`config.mk`:
```
export PLATFORM = sky130hd
export DESIGN_NAME = lfsr_histogram
export DESIGN_NICKNAME = d
export VERILOG_FILES = /design/src/rtl/lfsr_histogram.sv
export SDC_FILE = /design/constraint.sdc
export NUM_CORES = 1
export LEC_CHECK = 0
export CAP_MARGIN = 5
export CORE_ASPECT_RATIO = 0.8
export CORE_MARGIN = 2
export CORE_UTILIZATION = 60
export CTS_CLUSTER_DIAMETER = 30
export DETAILED_ROUTE_END_ITERATION = 7
export PLACE_DENSITY = 0.79
export SLEW_MARGIN = 20
export SYNTH_ARGS = -nofsm -noshare
export SYNTH_HDL_FRONTEND = slang
export SYNTH_SLANG_ARGS = --single-unit
```
`constraint.sdc`:
```
create_clock -name aclk -period 4.5 [get_ports aclk]
set_input_delay 0.45 -clock aclk [delete_from_list [all_inputs] [get_ports aclk]]
set_output_delay 0.45 -clock aclk [all_outputs]
set_load 0.005 [all_outputs]
```
`src/rtl/lfsr_histogram.sv`:
```
// Histogram collector for the LFSR AXI-Stream: bins samples per frame and dumps bin records on hist_m_axis.
// Optional build macro HIST_OVERFLOW_FLAG_EN adds a sticky per-bin saturation flag reported in record bit 23.

module lfsr_histogram #(
    parameter int NUM_BINS_LOG2 = 4,
    parameter int COUNT_W       = 16,
    parameter int SAMPLE_COUNT  = 256
) (
    input  logic        aclk,
    input  logic        aresetn,
    input  logic [31:0] s_axis_tdata,
    input  logic        s_axis_tvalid,
    output logic        s_axis_tready,
    input  logic        dump_req,
    output logic [31:0] hist_m_axis_tdata,
    output logic        hist_m_axis_tvalid,
    input  logic        hist_m_axis_tready,
    output logic        hist_m_axis_tlast,
    output logic        frame_done,
    output logic        busy
);

    localparam int NUM_BINS = 1 << NUM_BINS_LOG2;
    localparam int SCNT_W   = $clog2(SAMPLE_COUNT + 1);

    localparam logic [1:0] ST_COLLECT = 2'd0;
    localparam logic [1:0] ST_DUMP    = 2'd1;
    localparam logic [1:0] ST_CLEAR   = 2'd2;

    localparam logic [COUNT_W-1:0]       COUNT_MAX = {COUNT_W{1'b1}};
    localparam logic [COUNT_W-1:0]       COUNT_ONE = COUNT_W'(1);
    localparam logic [NUM_BINS_LOG2-1:0] IDX_LAST  = {NUM_BINS_LOG2{1'b1}};
    localparam logic [NUM_BINS_LOG2-1:0] IDX_ONE   = NUM_BINS_LOG2'(1);
    localparam logic [SCNT_W-1:0]        SCNT_ONE  = SCNT_W'(1);
    localparam logic [SCNT_W-1:0]        SCNT_FULL = SCNT_W'(SAMPLE_COUNT);

    logic [1:0]               state_r;
    logic [1:0]               next_state_s;
    logic [COUNT_W-1:0]       bins_r [NUM_BINS];
    logic [SCNT_W-1:0]        sample_cnt_r;
    logic [SCNT_W-1:0]        sample_cnt_inc_s;
    logic [NUM_BINS_LOG2-1:0] dump_idx_r;
    logic [NUM_BINS_LOG2-1:0] in_bin_s;
    logic [NUM_BINS_LOG2-1:0] rec_idx_s;
    logic                     in_hs_s;
    logic                     out_hs_s;
    logic                     bin_at_max_s;
    logic                     rec_flag_s;
    logic [31:0]              rec_data_s;
    logic                     unused_tdata_s;

    // Record layout: bin index in [31:24], saturation flag in [23], count in [22:0].
    function automatic logic [31:0] make_record(
        input logic [NUM_BINS_LOG2-1:0] idx,
        input logic                     flag,
        input logic [COUNT_W-1:0]       cnt
    );
        make_record = {8'(idx), flag, 23'(cnt)};
    endfunction

    // Only the binning bits of the sample are meaningful; the rest is deliberately ignored.
    assign unused_tdata_s = ^s_axis_tdata;

    // Handshake detection and sample binning.
    always_comb begin
        in_hs_s          = (state_r == ST_COLLECT) & s_axis_tvalid & s_axis_tready;
        out_hs_s         = (state_r == ST_DUMP) & hist_m_axis_tvalid & hist_m_axis_tready;
        in_bin_s         = s_axis_tdata[7 -: NUM_BINS_LOG2];
        sample_cnt_inc_s = sample_cnt_r + SCNT_ONE;
        bin_at_max_s     = (bins_r[in_bin_s] == COUNT_MAX);
    end

    // Next-state logic; frame-full and dump_req collapse into one COLLECT->DUMP transition.
    always_comb begin
        next_state_s = state_r;
        case (state_r)
            ST_COLLECT: begin
                if ((in_hs_s && (sample_cnt_inc_s == SCNT_FULL)) || dump_req) begin
                    next_state_s = ST_DUMP;
                end else begin
                    next_state_s = ST_COLLECT;
                end
            end
            ST_DUMP: begin
                if (out_hs_s && hist_m_axis_tlast) begin
                    next_state_s = ST_CLEAR;
                end else begin
                    next_state_s = ST_DUMP;
                end
            end
            ST_CLEAR: next_state_s = ST_COLLECT;
            default:  next_state_s = ST_COLLECT;
        endcase
    end

    // Record to present next: the current index before the first record, else the following one.
    always_comb begin
        if (hist_m_axis_tvalid) begin
            rec_idx_s = dump_idx_r + IDX_ONE;
        end else begin
            rec_idx_s = dump_idx_r;
        end
        rec_data_s = make_record(rec_idx_s, rec_flag_s, bins_r[rec_idx_s]);
    end

    // State register plus status outputs registered from the next state.
    always_ff @(posedge aclk or negedge aresetn) begin
        if (!aresetn) begin
            state_r       <= ST_COLLECT;
            s_axis_tready <= 1'b0;
            busy          <= 1'b0;
            frame_done    <= 1'b0;
        end else begin
            state_r       <= next_state_s;
            s_axis_tready <= (next_state_s == ST_COLLECT);
            busy          <= (next_state_s != ST_COLLECT);
            frame_done    <= (state_r == ST_DUMP) && (next_state_s == ST_CLEAR);
        end
    end

    // Bin counters and sample counter; counters saturate instead of wrapping.
    always_ff @(posedge aclk or negedge aresetn) begin
        if (!aresetn) begin
            for (int i = 0; i < NUM_BINS; i++) begin
                bins_r[i] <= {COUNT_W{1'b0}};
            end
            sample_cnt_r <= {SCNT_W{1'b0}};
        end else if (state_r == ST_CLEAR) begin
            for (int i = 0; i < NUM_BINS; i++) begin
                bins_r[i] <= {COUNT_W{1'b0}};
            end
            sample_cnt_r <= {SCNT_W{1'b0}};
        end else if (in_hs_s) begin
            sample_cnt_r <= sample_cnt_inc_s;
            if (!bin_at_max_s) begin
                bins_r[in_bin_s] <= bins_r[in_bin_s] + COUNT_ONE;
            end
        end
    end

`ifdef HIST_OVERFLOW_FLAG_EN
    logic [NUM_BINS-1:0] ovf_r;

    // Sticky saturation flags, set when an increment hits a full counter.
    always_ff @(posedge aclk or negedge aresetn) begin
        if (!aresetn) begin
            ovf_r <= {NUM_BINS{1'b0}};
        end else if (state_r == ST_CLEAR) begin
            ovf_r <= {NUM_BINS{1'b0}};
        end else if (in_hs_s && bin_at_max_s) begin
            ovf_r[in_bin_s] <= 1'b1;
        end
    end

    // Flag of the record about to be presented.
    always_comb begin
        rec_flag_s = ovf_r[rec_idx_s];
    end
`else
    // No flag storage in this build; record bit 23 stays zero.
    always_comb begin
        rec_flag_s = 1'b0;
    end
`endif

    // Dump output channel: records are held stable until accepted, one per cycle when tready stays high.
    always_ff @(posedge aclk or negedge aresetn) begin
        if (!aresetn) begin
            hist_m_axis_tvalid <= 1'b0;
            hist_m_axis_tlast  <= 1'b0;
            hist_m_axis_tdata  <= 32'd0;
            dump_idx_r         <= {NUM_BINS_LOG2{1'b0}};
        end else begin
            case (state_r)
                ST_DUMP: begin
                    if (!hist_m_axis_tvalid) begin
                        hist_m_axis_tvalid <= 1'b1;
                        hist_m_axis_tdata  <= rec_data_s;
                        hist_m_axis_tlast  <= (rec_idx_s == IDX_LAST);
                    end else if (hist_m_axis_tready) begin
                        if (hist_m_axis_tlast) begin
                            hist_m_axis_tvalid <= 1'b0;
                            hist_m_axis_tlast  <= 1'b0;
                            hist_m_axis_tdata  <= 32'd0;
                        end else begin
                            dump_idx_r        <= rec_idx_s;
                            hist_m_axis_tdata <= rec_data_s;
                            hist_m_axis_tlast <= (rec_idx_s == IDX_LAST);
                        end
                    end
                end
                ST_CLEAR: begin
                    dump_idx_r <= {NUM_BINS_LOG2{1'b0}};
                end
                default: begin
                    hist_m_axis_tvalid <= 1'b0;
                end
            endcase
        end
    end

endmodule
```
**Word level (Yosys, flattened, before mapping)**

Index checks and enable logic that the tools add are counted.

- Add/subtract/negate cells: 3
- $mul: 0
- Div/mod/pow operators: 0
- Magnitude comparators: 3
- Equal/unequal tests: 11
- Shifts and indexed selects: 0
- Multiplexer cells: 32
- Bitwise logic cells: 6
- Reductions and logical operators: 13

Operators by type and width:

| cell | count |
|---|---|
| 256-bit two-way mux | 3 |
| 256-bit bitwise mux | 1 |
| 16-bit binary-select mux with 4-bit select | 2 |
| 16-bit two-way mux | 5 |
| 16-bit demux with 4-bit select | 1 |
| 32-bit two-way mux | 2 |
| 28-bit two-way mux | 1 |
| 9-bit two-way mux | 2 |
| 16-bit by 1-bit adder with 16-bit output, second input constant | 1 |
| 16-bit equality test, second input constant | 1 |
| 4-bit two-way mux | 4 |
| 5-bit >= comparator, second input constant | 2 |
| 4-bit NOT with 5-bit output | 2 |
| 9-bit by 1-bit adder with 9-bit output, second input constant | 1 |
| 9-bit equality test, second input constant | 1 |
| 4-bit case mux with 2 select lines | 1 |
| 1-bit two-way mux | 7 |
| 2-bit != test, second input constant | 3 |
| 2-bit nonzero test | 3 |
| 5-bit by 1-bit < comparator with 1-bit output, second input constant | 1 |
| 4-bit by 1-bit adder with 4-bit output, second input constant | 1 |
| 1-bit bitwise AND | 4 |
| 2-bit equality test, second input constant | 2 |
| 4-bit equality test, second input constant | 1 |
| 10 further kinds | 16 |

- Register bits: 308
- Bits in latches: 0
- Memory bits (writable): 0
- Bits in read-only memories: 0
- Bits of input ports: 37
- Output and inout bits: 37
- Word-level logic and storage cells: 93
- Memories: 0

**Logic depth before layout (Yosys ltp)**

- Word-level depth: 9
- Mapped depth: 13
- Depth with buffers taken out: 8

**Least setup slack after synthesis**

Ideal clock, no wire load.

- Path type: input port to flip-flop
- From: in s_axis_tdata[4]
- To: reg bins_r[143] in the netlist's numbering
- Setup time: 0.126 ns
- Data arrival time: 2.832 ns
- Data required time: 4.374 ns
- Slack: 1.542 ns
- Cell stages on the path: 12
- Path buffers: 4
- Path through: buf_4 > buf_8 > buf_6 > mux4_2 > a22oi_1 > nand2_1 > ha_1 > and4_1 > nand4_2 > buf_4 > o21ai_2 > a221o_1

- Cells in the longest elaborated chain, start to end: 9
- Elaborated cells on any way between the ends: 17
- Classes of those cells: 1 x add/sub; 2 x order compare; 2 x eq/ne; 9 x mux; 1 x bitwise; 2 x reduce/logical

Ends and longest elaborated chain:

| what | line | RTL |
|---|---|---|
| start: declaration | 11 | `input logic [31:0] s_axis_tdata,` |
| 4-bit NOT with 5-bit output (implied by the code) * | 70, 136 |  |
| 16-bit binary-select mux with 4-bit select, or another cell as far along | 70, 136 |  |
| 16-bit two-way mux (implied by the code) / 1-bit logical AND (equally long branches) | 70, 136 |  |
| 16-bit two-way mux, on equally long branches | 70, 136 |  |
| 16-bit by 1-bit adder with 16-bit output / 16-bit demux with 4-bit select (equally long branches) | 136 | `bins_r[in_bin_s] <= bins_r[in_bin_s] + COUNT_ONE;` |
| 256-bit bitwise mux | 136 |  |
| 256-bit two-way mux | 135 | `if (!bin_at_max_s) begin` |
| 256-bit two-way mux | 133 | `end else if (in_hs_s) begin` |
| 256-bit two-way mux | 128 | `end else if (state_r == ST_CLEAR) begin` |
| end signal: indexed assignment | 125 | `bins_r[i] <= {COUNT_W{1'b0}};` |
| end signal: indexed assignment | 130 | `bins_r[i] <= {COUNT_W{1'b0}};` |
| end signal: indexed assignment | 136 |  |
| end: declaration | 39 | `logic [COUNT_W-1:0] bins_r [NUM_BINS];` |

Mark *: on every way between the ends. The rest lies on a longest branch, timed or not. The select of a mux whose other input is x is not followed.
A chain may end at the register's enable or synchronous reset.

**Worst setup path in the final report**

- From: in s_axis_tdata[4]
- To: reg bins_r[15] in the netlist's numbering

Same word-level chain as after synthesis.

==> impl_metrics.tcl <==
set metrics [dict create \
    powerDensity_nw_per_um2 580 \
    final-setup-viol-count 0 \
    start_kind "input pin" \
    routed_via_density 7.10 \
    drtPass1Iterations 8 \
    synth-async-reset-ratio_pct 100 \
    violations "DRC, hold timing" \
    met2_usage_pct 51.2 \
    place_congestion 0.953 \
    syn-mean-instance-area_um2 10.9 \
    chipWidth_um 186 \
    maxSlewViolCount 0 \
    p_seq_share_pct 28.2 \
    utilization_pct 70.7 \
    htreeDepth 2 \
    fp-row-count 53 \
    clk_pin_slew_ns 0.05 \
    port_buffers 33 \
    detail_route.wl_per_cell_um 25.3 \
    skew_ns 0.0283 \
    clk_latency_ns 0.58 \
    hold_viol 8 \
    clkSinkCount 296 \
    power_switching_mw 4.07 \
    start_util_pct 60.9 \
    nFillCells 1843 \
    via_count 13300 \
    dpl.hpwl_um 31300 \
    gr-usage-met1_pct 53.0 \
    worst_slack_ns 0.944 \
    ioPinCount 74 \
    finalWirelength_um 47400 \
    ys_types 53 \
    first_iter_violations 1640 \
    grt.total_usage_pct 35.7 \
    critical_path_required_ns 4.94 \
    p_clk_share_pct 39.7 \
    final_common_cell "dfrtp_1" \
    grt_overflow_total 0 \
    synth-edff-count 0 \
    postSynthCellCount 1461 \
    relSlewSlack_pct 27.2 \
    dp_worst_setup_slack_ns 0.446 \
    irDropWorstVdd_mv 0.744 \
    cts_inserted_buffers 53 \
    p_leak_nw 7.41 \
    holdWs_ns -0.0295 \
    dieHeight_um 150 \
    synthesis.area_um2 15900 \
    cts_setup_buffers 0 \
    cp_max_fo 47 \
    remaining_drc_errors 2 \
    grt_antenna_before_repair 2 \
    n_antenna_cell 0 \
    tightest_slew_ns 1.09 \
    most-common-layout-cells "dfrtp_1, nand2_1, o2bb2ai_1" \
    cts_resized 0 \
    clk_path_buf_depth 3 \
    areaGrowthSynthToFinish_pct 16.2 \
    maxCapViolCount 0 \
    grt-busiest-layer "met1" \
    holdBufCountCts 0 \
    fmax_mhz 281 \
    seq_area_frac_synth_pct 46.4 \
    criticalPathCategory "in2reg" \
    first_global_vias 13000 \
    min_path_type "in2async" \
    ant_nets 0 \
    synth_seq_cells 296 \
    outcome "finished, violations left" \
    clockRootBuffer "clkbuf_16" \
    post-route-period-util_pct 79.0 \
    die_area_um2 27900 \
    layout.nets 1513 \
    setup_tns_ns 0 \
    use_met3_pct 11.0 \
    drive_gt1_share_pct 16.4 \
    intPower_mw 6.67 \
    cts_tree "built" \
    cp.arrival_ns 4.00 \
    grt_max_degree 130 \
    grt_pass1_wl_um 75600 \
    ys.flop_type "dfrtp_1" \
    switching_share_pct 37.9 \
    rsz0062_at_grt "no" \
    cp-end-kind "flip-flop" \
    coreArea_um2 26200 \
    comb_power_share_pct 32.1 \
    yosysWarnings 0 \
    final.min_clock_period_ns 3.56 \
]
[synth_stat cells, types with 2 or more instances]
library cell | n | area share [%]
nor3_4 | 2 | 0.20
a32o_1 | 16 | 1.0
a311oi_1 | 64 | 3.5
mux4_2 | 64 | 9.0
dfrtp_1 | 296 | 46
a211oi_1 | 64 | 3.0
o21ai_0 | 45 | 1.4
nand3_1 | 34 | 1.1
o2bb2ai_1 | 160 | 8.8
and3_1 | 3 | 0.12
nor4_1 | 6 | 0.24
nand2_1 | 228 | 5.4
and2_1 | 66 | 2.6
buf_2 | 35 | 1.1
nand2b_1 | 7 | 0.27
buf_1 | 7 | 0.16
nor3_1 | 10 | 0.31
a221oi_2 | 3 | 0.28
clkbuf_1 | 67 | 1.6
o21ai_1 | 4 | 0.13
nor2_2 | 2 | 0.078
ha_1 | 4 | 0.31
xnor2_1 | 13 | 0.71
nand4_1 | 5 | 0.20
buf_4 | 23 | 1.1
a21o_1 | 4 | 0.19
nor3b_1 | 3 | 0.14
o21ai_2 | 12 | 0.66
a22o_1 | 68 | 3.7
mux2i_1 | 4 | 0.25
nor2_1 | 54 | 1.3
a31oi_1 | 2 | 0.078
a221o_1 | 16 | 1.0
a21oi_1 | 2 | 0.063
buf_6 | 5 | 0.35
and4_1 | 3 | 0.16
nor2b_1 | 6 | 0.24
xor2_1 | 14 | 0.77
a22oi_1 | 26 | 1.2
[state kept, by name, summed over array words and instances, names as in the netlist]
name                count
bins_r                256
hist_m_axis_tdata      20
sample_cnt_r            9
dump_idx_r              4
state_r                 2
busy                    1
frame_done              1
hist_m_axis_tlast       1
hist_m_axis_tvalid      1
s_axis_tready           1
[metal layers]
| metal | vias to the layer above | part of all wire (%) |
|---|---|---|
| met4 | 0 | 2.2 |
| met1 | 6627 | 41 |
| li1 | 5691 | - |
| met2 | 859 | 43 |
| met3 | 112 | 13 |
| met5 | - | 0 |
[final cells by class]
class / count / area [um2] / share of cell area (%)
Clock buffer: 59 / 1420 / 7.67
Clock inverter: 39 / 492 / 2.65
Inverter: 1 / 3.75 / 0.0203
Multi-Input combinational cell: 1037 / 7960 / 42.9
Sequential cell: 296 / 7410 / 40.0
Tap cell: 357 / 447 / 2.41
Timing Repair Buffer: 83 / 801 / 4.32
[path summary, 6_finish.rpt]
kind	start	end	slack (ns)	depth (start not counted)
setup / recovery	s_axis_tdata[4]	bins_r[15]	0.94	10
hold reg to reg	hist_m_axis_tdata[25]	hist_m_axis_tdata[25]	0.47	1
max in group asynchronous	aresetn	bins_r[25]	3.40	2
setup reg to reg	bins_r[192]	bins_r[15]	1.35	9
hold / removal	aresetn	sample_cnt_r[8]	-0.03	1
min in group aclk	hist_m_axis_tdata[25]	hist_m_axis_tdata[25]	0.47	1
[per-stage QoR]
stage          total power, mW  instances  cell area, um2
6_report                  10.7       1872           18500
5_1_grt                   11.1       1872           18500
4_1_cts                   10.6       1871           18500
3_5_place_dp              6.32       1773           16600
3_3_place_gp              6.24       1773           16600
2_1_floorplan             5.15       1472           16000
[power by group through the flow]
stage | Sequential (mW) | Combinational (mW) | Clock [mW]
global route | 3.04 | 3.67 | 4.40
CTS | 3.02 | 3.28 | 4.27
global placement | 3.05 | 3.19 | 0
floorplan | 3.00 | 2.15 | 0
detailed placement | 3.06 | 3.26 | 0
finish | 3.02 | 3.45 | 4.26
[critical path, cell delays in order]
cell and delay, ns:
buf_4 0.67, buf_12 0.29, mux4_2 0.59, a22oi_1 0.21, nand2_1 0.15, and4_1 0.31
nand4_2 0.33, buf_12 0.23, o21ai_2 0.27, a221o_1 0.44
[cells by family after synthesis]
family	share of synthesized area, %
AO/OA/AOI/OAI	25.2
XOR/XNOR	1.48
adder cells (fa/ha/maj)	0.314
buffers and inverters	4.39
flip-flops	46.4
multiplexers	9.43
other	0.0235
AND/OR/NAND/NOR	12.7
No activity file was read; power rests on OpenSTA's default activity.
